[src/rtl/coin_accumulator_pkg.sv]
// Shared definitions for the vending front end: FSM states, coin codes and
// drink encoding (0 = coffee, 1 = tea, same as set_drink).
package coin_accumulator_pkg;

   typedef enum logic [2:0] {
      ST_IDLE    = 3'd0,
      ST_COLLECT = 3'd1,
      ST_CHECK   = 3'd2,
      ST_VEND    = 3'd3,
      ST_REFUND  = 3'd4
   } state_t;

   localparam logic [1:0] COIN_CODE_0   = 2'b00;
   localparam logic [1:0] COIN_CODE_1   = 2'b01;
   localparam logic [1:0] COIN_CODE_2   = 2'b10;
   localparam logic [1:0] COIN_CODE_BAD = 2'b11;

   localparam logic DRINK_COFFEE = 1'b0;
   localparam logic DRINK_TEA    = 1'b1;

   // States in which the accumulator refuses new coins and reports busy.
   function automatic logic is_busy_state(input state_t s);
      return (s == ST_CHECK) || (s == ST_VEND) || (s == ST_REFUND);
   endfunction

endpackage

[src/rtl/coin_accumulator_coin_decoder.sv]
// Combinational coin decoder: maps the 2-bit coin code to its credit value
// and flags the unused code as invalid.
module coin_decoder
   import coin_accumulator_pkg::*;
#(
   parameter int unsigned COIN_V0 = 5,
   parameter int unsigned COIN_V1 = 10,
   parameter int unsigned COIN_V2 = 20
) (
   input  logic [1:0] i_coin_type,
   output logic [6:0] o_value,
   output logic       o_invalid
);

   // Value lookup; the invalid code yields value 0 and raises the flag.
   always_comb begin
      o_value   = 7'd0;
      o_invalid = 1'b0;
      case (i_coin_type)
         COIN_CODE_0: o_value = 7'(COIN_V0);
         COIN_CODE_1: o_value = 7'(COIN_V1);
         COIN_CODE_2: o_value = 7'(COIN_V2);
         default:     o_invalid = 1'b1;
      endcase
   end

endmodule

[src/rtl/coin_accumulator.sv]
// Coin accumulator: collects coins into a credit register feeding the bill
// calculator, then on a vend request samples the calculator verdict and
// emits one-cycle dispense/change pulses. Cancel refunds the whole credit.
module coin_accumulator
   import coin_accumulator_pkg::*;
#(
   parameter int unsigned MAX_CASH = 100,
   parameter int unsigned COIN_V0  = 5,
   parameter int unsigned COIN_V1  = 10,
   parameter int unsigned COIN_V2  = 20
) (
   input  logic       clk,
   input  logic       rst_n,
   input  logic       coin_valid,
   input  logic [1:0] coin_type,
   input  logic       drink_sel,
   input  logic       vend_req,
   input  logic       cancel,
   input  logic       cash_low,
   input  logic [6:0] cash_bal,
   output logic [6:0] cash_in,
   output logic       set_drink,
   output logic       coin_reject,
   output logic       insufficient,
   output logic       dispense_cof,
   output logic       dispense_tea,
   output logic       change_valid,
   output logic [6:0] change_out,
   output logic       busy
);

   localparam logic [7:0] MAX_CASH_8 = 8'(MAX_CASH);

   state_t     r_state, w_state_next;
   logic [6:0] r_credit, w_credit_next;
   logic       r_sel, w_sel_next;
   logic [6:0] r_bal, w_bal_next;
   logic       r_coin_reject, w_coin_reject_next;
   logic       r_insufficient, w_insufficient_next;
   logic       r_disp_cof, w_disp_cof_next;
   logic       r_disp_tea, w_disp_tea_next;
   logic       r_change_valid, w_change_valid_next;
   logic [6:0] r_change_out, w_change_out_next;
   logic       r_busy;
   logic       w_busy_next;

   logic [6:0] w_coin_value;
   logic       w_coin_invalid;
   logic [7:0] w_sum;

   coin_decoder #(
      .COIN_V0 (COIN_V0),
      .COIN_V1 (COIN_V1),
      .COIN_V2 (COIN_V2)
   ) u_coin_decoder (
      .i_coin_type (coin_type),
      .o_value     (w_coin_value),
      .o_invalid   (w_coin_invalid)
   );

   // One bit wider than the credit so an over-ceiling sum cannot wrap.
   assign w_sum = {1'b0, r_credit} + {1'b0, w_coin_value};

   // State register.
   always_ff @(posedge clk or negedge rst_n) begin
      if (!rst_n) r_state <= ST_IDLE;
      else        r_state <= w_state_next;
   end

   // Next-state logic plus next values for the data and pulse registers.
   always_comb begin
      w_state_next        = r_state;
      w_credit_next       = r_credit;
      w_sel_next          = r_sel;
      w_bal_next          = r_bal;
      w_coin_reject_next  = 1'b0;
      w_insufficient_next = 1'b0;
      w_disp_cof_next     = 1'b0;
      w_disp_tea_next     = 1'b0;
      w_change_valid_next = 1'b0;
      w_change_out_next   = 7'd0;
      case (r_state)
         ST_IDLE: begin
            if (coin_valid) begin
               if (w_coin_invalid) begin
                  w_coin_reject_next = 1'b1;
               end else begin
                  w_credit_next = w_coin_value;
                  w_state_next  = ST_COLLECT;
               end
            end
         end
         ST_COLLECT: begin
            if (cancel) begin
               w_coin_reject_next = coin_valid;
               w_state_next       = ST_REFUND;
            end else if (vend_req) begin
               w_coin_reject_next = coin_valid;
               w_sel_next         = drink_sel;
               w_state_next       = ST_CHECK;
            end else if (coin_valid) begin
               if (w_coin_invalid || (w_sum > MAX_CASH_8)) w_coin_reject_next = 1'b1;
               else                                       w_credit_next      = w_sum[6:0];
            end
         end
         ST_CHECK: begin
            // Calculator inputs have settled on the credit and latched selection.
            w_coin_reject_next = coin_valid;
            if (cash_low) begin
               w_insufficient_next = 1'b1;
               w_state_next        = ST_COLLECT;
            end else begin
               w_bal_next   = cash_bal;
               w_state_next = ST_VEND;
            end
         end
         ST_VEND: begin
            w_coin_reject_next  = coin_valid;
            w_disp_cof_next     = (r_sel == DRINK_COFFEE);
            w_disp_tea_next     = (r_sel == DRINK_TEA);
            w_change_valid_next = 1'b1;
            w_change_out_next   = r_bal;
            w_credit_next       = 7'd0;
            w_state_next        = ST_IDLE;
         end
         ST_REFUND: begin
            w_coin_reject_next  = coin_valid;
            w_change_valid_next = 1'b1;
            w_change_out_next   = r_credit;
            w_credit_next       = 7'd0;
            w_state_next        = ST_IDLE;
         end
         default: begin
            w_credit_next = 7'd0;
            w_state_next  = ST_IDLE;
         end
      endcase
   end

   assign w_busy_next = is_busy_state(w_state_next);

   // Data registers and registered outputs; reset drops any transaction in flight.
   always_ff @(posedge clk or negedge rst_n) begin
      if (!rst_n) begin
         r_credit       <= 7'd0;
         r_sel          <= DRINK_COFFEE;
         r_bal          <= 7'd0;
         r_coin_reject  <= 1'b0;
         r_insufficient <= 1'b0;
         r_disp_cof     <= 1'b0;
         r_disp_tea     <= 1'b0;
         r_change_valid <= 1'b0;
         r_change_out   <= 7'd0;
         r_busy         <= 1'b0;
      end else begin
         r_credit       <= w_credit_next;
         r_sel          <= w_sel_next;
         r_bal          <= w_bal_next;
         r_coin_reject  <= w_coin_reject_next;
         r_insufficient <= w_insufficient_next;
         r_disp_cof     <= w_disp_cof_next;
         r_disp_tea     <= w_disp_tea_next;
         r_change_valid <= w_change_valid_next;
         r_change_out   <= w_change_out_next;
         r_busy         <= w_busy_next;
      end
   end

   assign cash_in      = r_credit;
   assign set_drink    = r_sel;
   assign coin_reject  = r_coin_reject;
   assign insufficient = r_insufficient;
   assign dispense_cof = r_disp_cof;
   assign dispense_tea = r_disp_tea;
   assign change_valid = r_change_valid;
   assign change_out   = r_change_out;
   assign busy         = r_busy;

endmodule

[config.mk]
export PLATFORM = sky130hd
export DESIGN_NAME = coin_accumulator
export DESIGN_NICKNAME = d
export VERILOG_FILES = /design/src/rtl/coin_accumulator_pkg.sv /design/src/rtl/coin_accumulator_coin_decoder.sv /design/src/rtl/coin_accumulator.sv
export SDC_FILE = /design/constraint.sdc
export NUM_CORES = 1
export LEC_CHECK = 0
export CORE_AREA = 2 2 60 62
export DETAILED_ROUTE_END_ITERATION = 12
export DIE_AREA = 0 0 62 64
export PLACE_DENSITY = 0.81
export SYNTH_ARGS = -nofsm -noshare
export SYNTH_HDL_FRONTEND = slang
export SYNTH_HIERARCHICAL = 1
export SYNTH_SLANG_ARGS = --single-unit
[constraint.sdc]
create_clock -name clk -period 6.9 [get_ports clk]
set_input_delay 1.035 -clock clk [delete_from_list [all_inputs] [get_ports clk]]
set_output_delay 1.035 -clock clk [all_outputs]
set_load 0.005 [all_outputs]
==> impl_metrics.csv <==
group,metric,value,unit
run_status,outcome,"finished clean",
die,die_width,62,um
timing,rsz0062_at_grt,"false",
setup_path,crit_path_cell_trace,"clkdlybuf4s50_1 -> nor2_1 -> ha_1 -> inv_1 -> fa_1 -> nand2b_1 -> a211oi_1 -> nor3_1 -> nand3b_1 -> o211ai_4 -> mux2_2",
final_layout,area_delta_synth_final,27.0,%
routing,met2_routed_wirelength,1.73,mm
global_routing,global_route_wire_length_before_repair,5.84,mm
final_layout,fin_nets,213,
routing,route.detailed.wl_per_inst,14.8,um
timing,final.period_utilization,52.1,%
clock_tree,clkLatencyLatePin,0.33,ns
die,placement_rows,21,
setup_path,critical_path_required,7.12,ns
routing,viasPerCell,5.30,
synth,largest_area_contributor_in_the_netlist,"sky130_fd_sc_hd__dfrtp_1",
global_routing,grt_pass1_vias,1292,
synth,post_synth_mux_area_share,12.6,%
synth,synth_edf_count,0,
routing,antenna_violating_nets_post_route,0,
setup_path,critical_path.reg2reg.startpoint,"cash_in[0]",
routing,met3RoutedLength,161,um
clock_tree,post_cts_resize_count,0,
clock_tree,postCtsSetupRepairBufs,0,
synth,syn_inst,152,
die,floorplan.die.height,64,um
setup_path,timing.critical_path.slowest_cell_delay,0.46,ns
timing,fmax,278,MHz
routing,dr.first_iter.drc_count,48,
synth,combinational_family_with_the_most_area_after_synthesis,"simple AND/OR/NAND/NOR gates",
final_layout,layout-drive-gt1-share,17.9,%
clock_tree,worst_setup_hold_path_clk_slew,0.10,ns
routing,routedLengthMet1,1.52,mm
final_layout,multi_input_comb_area,855,um^2
place,placement.io_buffers,36,
timing,hold_viol,0,
synth,synth_seq_cells,31,
timing,worst_clock_skew,0.0105,ns
setup_path,rr_endpoint,"cash_in[0]",
timing,post-route-min-period,3.59,ns
routing,routed-via-count,1250,
clock_tree,clockRootBuffer,"sky130_fd_sc_hd__clkbuf_4",
final_layout,filler_cell_count,277,
setup_path,reg2reg_setup_slack,4.22,ns
setup_path,worst-path-max-fanout,7,
pwr,power,846,uW
setup_path,cp.arrival,3.81,ns
setup_path,worstSetupEndpointType,"flop",
place,place.detailed.hpwl,2.67,mm
global_routing,globalRouteTotalUtil,20.3,%
clock_tree,cts_buffers,5,
setup_path,worst-r2r-cell-count,9,
synth,async_flop_share,100,%
global_routing,grt_max_degree,32,
final_layout,area.sequential,776,um^2
timing,max-slew-margin-rel,40.7,%
synth,ys_types,42,
routing,route.final.wire_length,3.49,mm
routing,topRoutingLayerUsed,"met4",
synth,synth_area_in_adders,6.29,%
synth,synth_compound_area_share,13.4,%
setup_path,slowest_stage,"sky130_fd_sc_hd__clkdlybuf4s50_1",
die,io_pins,37,
global_routing,grt_antenna_before_repair,0,
pwr,max-vdd-ir-drop,0.000184,V
synth,ys_warn_count,6,
run,cap_viol_max_count,0,
timing,report.final.slew_viol_count,0,
synth,ys_top_cells_by_count,"sky130_fd_sc_hd__dfrtp_1 (31), sky130_fd_sc_hd__nor2_1 (13), sky130_fd_sc_hd__mux2_2 (12), sky130_fd_sc_hd__inv_1 (8), sky130_fd_sc_hd__mux2i_1 (8)",
global_routing,globalRouteOverflowTotal,0,
clock_tree,numClockSinks,31,
setup_path,timing.setup.critical_path_class,"in -> reg",
timing,setup-tns-final,0,ns
synth,xor_and_xnor_fraction_of_the_mapped_netlist_area,2.49,%
setup_path,worst_setup_path_start_kind,"primary input",
clock_tree,cts.path.max_buffers,2,
hold_path,timing.hold.worst_endpoint,"change_out[1]",
pwr,power.static_leakage,0.00100,uW
setup_path,critical_path.top_delay_family,"simple AND/OR/NAND/NOR gates",
routing,drc_errors,0,
hold_path,hold_path_depth,1,
final_layout,number_of_inserted_diodes,0,
clock_tree,htree_num_levels,2,
routing,first_pass_iters,4,
hold_path,hold_path.startpoint,"r_bal[1]",
place,gp_routability_congestion,0.794,
timing,setup_viol_count_final,0,
synth,synth_seq_area_share,45.4,%
synth,yosysMostFrequentCell,"sky130_fd_sc_hd__dfrtp_1",
clock_tree,tritoncts,"built",
synth,fraction_of_the_mapped_netlist_area_in_simple_logic_gates,14.8,%
synth,synth_area,1710,um^2
synth,synth-main-ff-cell,"sky130_fd_sc_hd__dfrtp_1",
synth,post_synth_main_area_contributors,"sky130_fd_sc_hd__dfrtp_1 (45%), sky130_fd_sc_hd__mux2_2 (7.9%), sky130_fd_sc_hd__ha_1 (5.1%), sky130_fd_sc_hd__mux2i_1 (4.7%), sky130_fd_sc_hd__a22o_1 (3.6%)",
hold_path,timing.hold.worst.class,"reg -> reg",
setup_path,critical_path_buf_inv_count,2,
synth,post-synth-top-area-fraction,45.4,%
timing,tightest_slew,0.887,ns
clock_tree,ctsHoldBuffers,0,
synth,synth_area_per_cell,11.3,um^2
die,core_area,3280,um^2
die,initial_cell_density_of_the_core,52.1,%
die,die-area,3970,um^2
pwr,power_density,389,nW/um^2
==> cell families after synthesis <==
family          Yosys count
compound gates           27
xor+xnor                  4
fa+ha+maj                 8
buf+inv                  16
flops                    31
mux                      20
other cells               1
simple gates             45
==> stage by stage <==
stage | hold slack [ns] | utilization, % | setup WS, ns | area (um^2) | cells
2_1_floorplan | 0.458 | - | 3.69 | 1710 | 153
3_3_place_gp | 0.459 | 63.5 | 3.13 | 2090 | 228
3_5_place_dp | 0.484 | 63.5 | 3.00 | 2090 | 228
4_1_cts | 0.496 | 66.1 | 3.35 | 2170 | 236
5_1_grt | 0.520 | 66.1 | 3.16 | 2170 | 236
6_report | 0.495 | 66.1 | 3.31 | 2170 | 236
==> metal layers <==
metal,vias to the layer above,global-route usage (%)
li1,603,-
met5,-,0
met2,39,31.3
met3,6,5.67
met1,602,25.3
met4,0,10.6
==> state kept, by name (all words and copies together), names as in the netlist <==
signal / cells
busy: 1
cash_in: 7
change_out: 7
change_valid: 1
coin_reject: 1
dispense_cof: 1
dispense_tea: 1
insufficient: 1
r_bal: 7
r_state: 3
set_drink: 1
==> cells in the final DEF, fill, tap and decap left out, types with 2 or more instances in the layout <==
cell	instances
sky130_fd_sc_hd__conb_1	2
sky130_fd_sc_hd__a22o_1	7
sky130_fd_sc_hd__or2_2	4
sky130_fd_sc_hd__ha_1	7
sky130_fd_sc_hd__and3_1	3
sky130_fd_sc_hd__a21o_1	2
sky130_fd_sc_hd__xor2_1	3
sky130_fd_sc_hd__clkbuf_4	5
sky130_fd_sc_hd__o21ai_0	5
sky130_fd_sc_hd__mux2_2	12
sky130_fd_sc_hd__nor2_1	13
sky130_fd_sc_hd__nor3_1	4
sky130_fd_sc_hd__o21a_1	2
sky130_fd_sc_hd__a21oi_1	4
sky130_fd_sc_hd__nand2b_1	2
sky130_fd_sc_hd__mux2i_1	8
sky130_fd_sc_hd__and2_2	2
sky130_fd_sc_hd__nand3b_1	3
sky130_fd_sc_hd__clkdlybuf4s50_1	36
sky130_fd_sc_hd__inv_1	8
sky130_fd_sc_hd__dfrtp_1	31
sky130_fd_sc_hd__nand2_1	5
==> worst register-to-register path, delay by kind of cell (launching register included) <==
kind            cells  cell delay (ns)
compound gates      2             0.61
fa+ha+maj           2             0.61
simple gates        3             0.48
flops               1             0.43
mux                 1             0.38
buf+inv             1             0.06
==> area by class of cell <==
class / count / share of cell area [%]
Inverter: 8 / 1.38
Clock buffer: 6 / 2.36
Sequential cell: 31 / 35.7
Multi-Input combinational cell: 106 / 39.3
Timing Repair Buffer: 37 / 16.9
Clock inverter: 2 / 1.61
Tap cell: 46 / 2.65
==> power by group <==
part           internal, uW  switching (uW)
clock network          85.6            62.7
registers               245            67.5
logic                   212             173
==> worst max-delay path by stage <==
stage | to | startpoint | slack, ns | cells past startpoint
floorplan | cash_in[0] | coin_type[1] | 3.69 | 10
global placement | cash_in[5] | coin_type[0] | 3.13 | 11
detailed placement | cash_in[0] | coin_type[0] | 3.00 | 11
CTS | cash_in[0] | coin_type[0] | 3.35 | 11
global route | cash_in[0] | coin_type[0] | 3.16 | 11
finish | cash_in[0] | coin_type[0] | 3.31 | 11
(Power assumes the default switching activity.)
==> variant: new RTL, config.mk and constraints unchanged <==
Make the reset (`rst_n`) synchronous in 2 clocked blocks.
--- a/src/rtl/coin_accumulator.sv
+++ b/src/rtl/coin_accumulator.sv
@@ -64,3 +64,3 @@
    // State register.
-   always_ff @(posedge clk or negedge rst_n) begin
+   always_ff @(posedge clk) begin
       if (!rst_n) r_state <= ST_IDLE;
@@ -142,3 +142,3 @@
    // Data registers and registered outputs; reset drops any transaction in flight.
-   always_ff @(posedge clk or negedge rst_n) begin
+   always_ff @(posedge clk) begin
       if (!rst_n) begin
Behaviour: differs if rst_n is asserted again (counterexample within 4 cycles, from zero or initial values and one cycle with rst_n low); with rst_n held inactive, the same outputs for 10 cycles.
==> variant against the unedited design <==
  * Area after synthesis is 8.3% lower
  * Sequential cell count stayed put
  * Core utilization decreased by 5.3 points
  * Routed wire length rose by 1.9%
  * Register-to-register slack lost 0.44 ns
  * Setup slack got worse by 0.43 ns
  * Via count increased by 14%
  * Design area decreased by 7.9%
  * Critical path type unchanged
Power is not compared: it rests on default switching activity, and its combinational part moved more than twofold at a synthesized area within 25%.
==> variant: results (changes against the unedited design) <==
finish:
  sequential_cell_total: 31  # unchanged
  sh_seq_area_pct: 31.0  # -4.7 points
  multi_input_gate_count: 135  # +27%
  multi_input_area_share_pct: 43.7  # +4.4 points
  final-clk-cell-share_pct: 2.82  # -1.2 points
  bufAreaShareNonClock_pct: 18.0  # +1.1 points
  final_nets: 241  # +13%
  drive_above_1_share_pct: 7.37  # -11 points
  layout.filler_cells: 291  # +5.1%
yosys:
  seq_total_area_yosys_pct: 39.6  # -5.8 points
  ys_dominant_reg_cell: "sky130_fd_sc_hd__dfxtp_1"
  post_synth_main_area_contributors: "sky130_fd_sc_hd__dfxtp_1 40%, sky130_fd_sc_hd__nor2_1 6.9%, sky130_fd_sc_hd__mux2i_1 5.7%"
  postSynth.asyncResetShare_pct: 0  # -100 points
  compound_cell_area_share_of_the_yosys_netlist_pct: 15.3  # +1.9 points
  post_synth_fa_ha_maj_area_fraction_pct: 6.86  # +0.57 points
  post_synth_most_frequent_cells: "31 x sky130_fd_sc_hd__dfxtp_1, 29 x sky130_fd_sc_hd__nor2_1, 11 x sky130_fd_sc_hd__nand3_1"
  synth-xor-area-share_pct: 1.68  # -0.81 points
global_routing:
  grt.met1_usage_pct: 25.7  # +0.43 points
  grt_use_met3_pct: 7.69  # +2.0 points
  grt_max_degree: 24  # -25%
  use_met2_pct: 30.1  # -1.2 points
  grt_pass1_vias: 1343  # +3.9%
  grt_usage_pct: 20.1  # -0.19 points
critical_path:
  critical_path_peak_fanout: 12  # +5
  number_of_cells_on_the_worst_reg_to_reg_path: 10  # +1
  worst-r2r-setup-slack_ns: 3.78  # -0.44 ns
  cp_top_family: "compound AO/OA/AOI/OAI gates"
  r2r_start: "cash_in[0]"
  worst_path_largest_cell_delay_ns: 0.58  # +0.12 ns
placement:
  dp_worst_setup_slack_ns: 2.56  # -0.434 ns
  dp.final_hpwl_um: 2590  # -2.9%
  routabilityCongestion: 0.835  # +5.2%
outcome:
  outcome: "finished clean"
hold_path:
  hold-path-endpoint: "dispense_cof"
  min-delay-start: "set_drink"
drt:
  via_count_normalized_by_instance_count: 5.42  # +2.4%
  wl_met1_um: 1620  # +6.6%
  wl_met3_um: 179  # +11%
  met2WireLength_um: 1680  # -2.8%
  drt-initial-drc-count: 100  # +110%
sta:
  fin_ws_ns: 2.88  # -0.433 ns
-- variant: changes by cell type after synthesis, sizes merged, moves of 4 or more --
cell / unedited run / this run
nor2: 13 / 29
nand2: 5 / 9
a21oi: 4 / 8
dfxtp: 0 / 31
a22oi: 1 / 7
mux2: 12 / 3
dfrtp: 31 / 0
nand3: 1 / 11
clkbuf: 2 / 7
a22o: 7 / 0
-- variant: logic make-up after synthesis --
| group | count (synthesis) |
|---|---|
| xor+xnor | 3 |
| compound gates | 35 |
| flops | 31 |
| mux | 12 |
| other cells | 1 |
| buf+inv | 19 |
| fa+ha+maj | 8 |
| simple gates | 75 |
-- variant: stage by stage --
| step | instance area (um2) | utilization, % | std cells |
|---|---|---|---|
| 3_3_place_gp | 1940 | 59.2 | 256 |
| 6_report | 2000 | 60.9 | 263 |
| 4_1_cts | 2000 | 60.9 | 263 |
| 2_1_floorplan | 1570 | - | 185 |
| 5_1_grt | 2000 | 60.9 | 263 |
| 3_5_place_dp | 1940 | 59.2 | 256 |
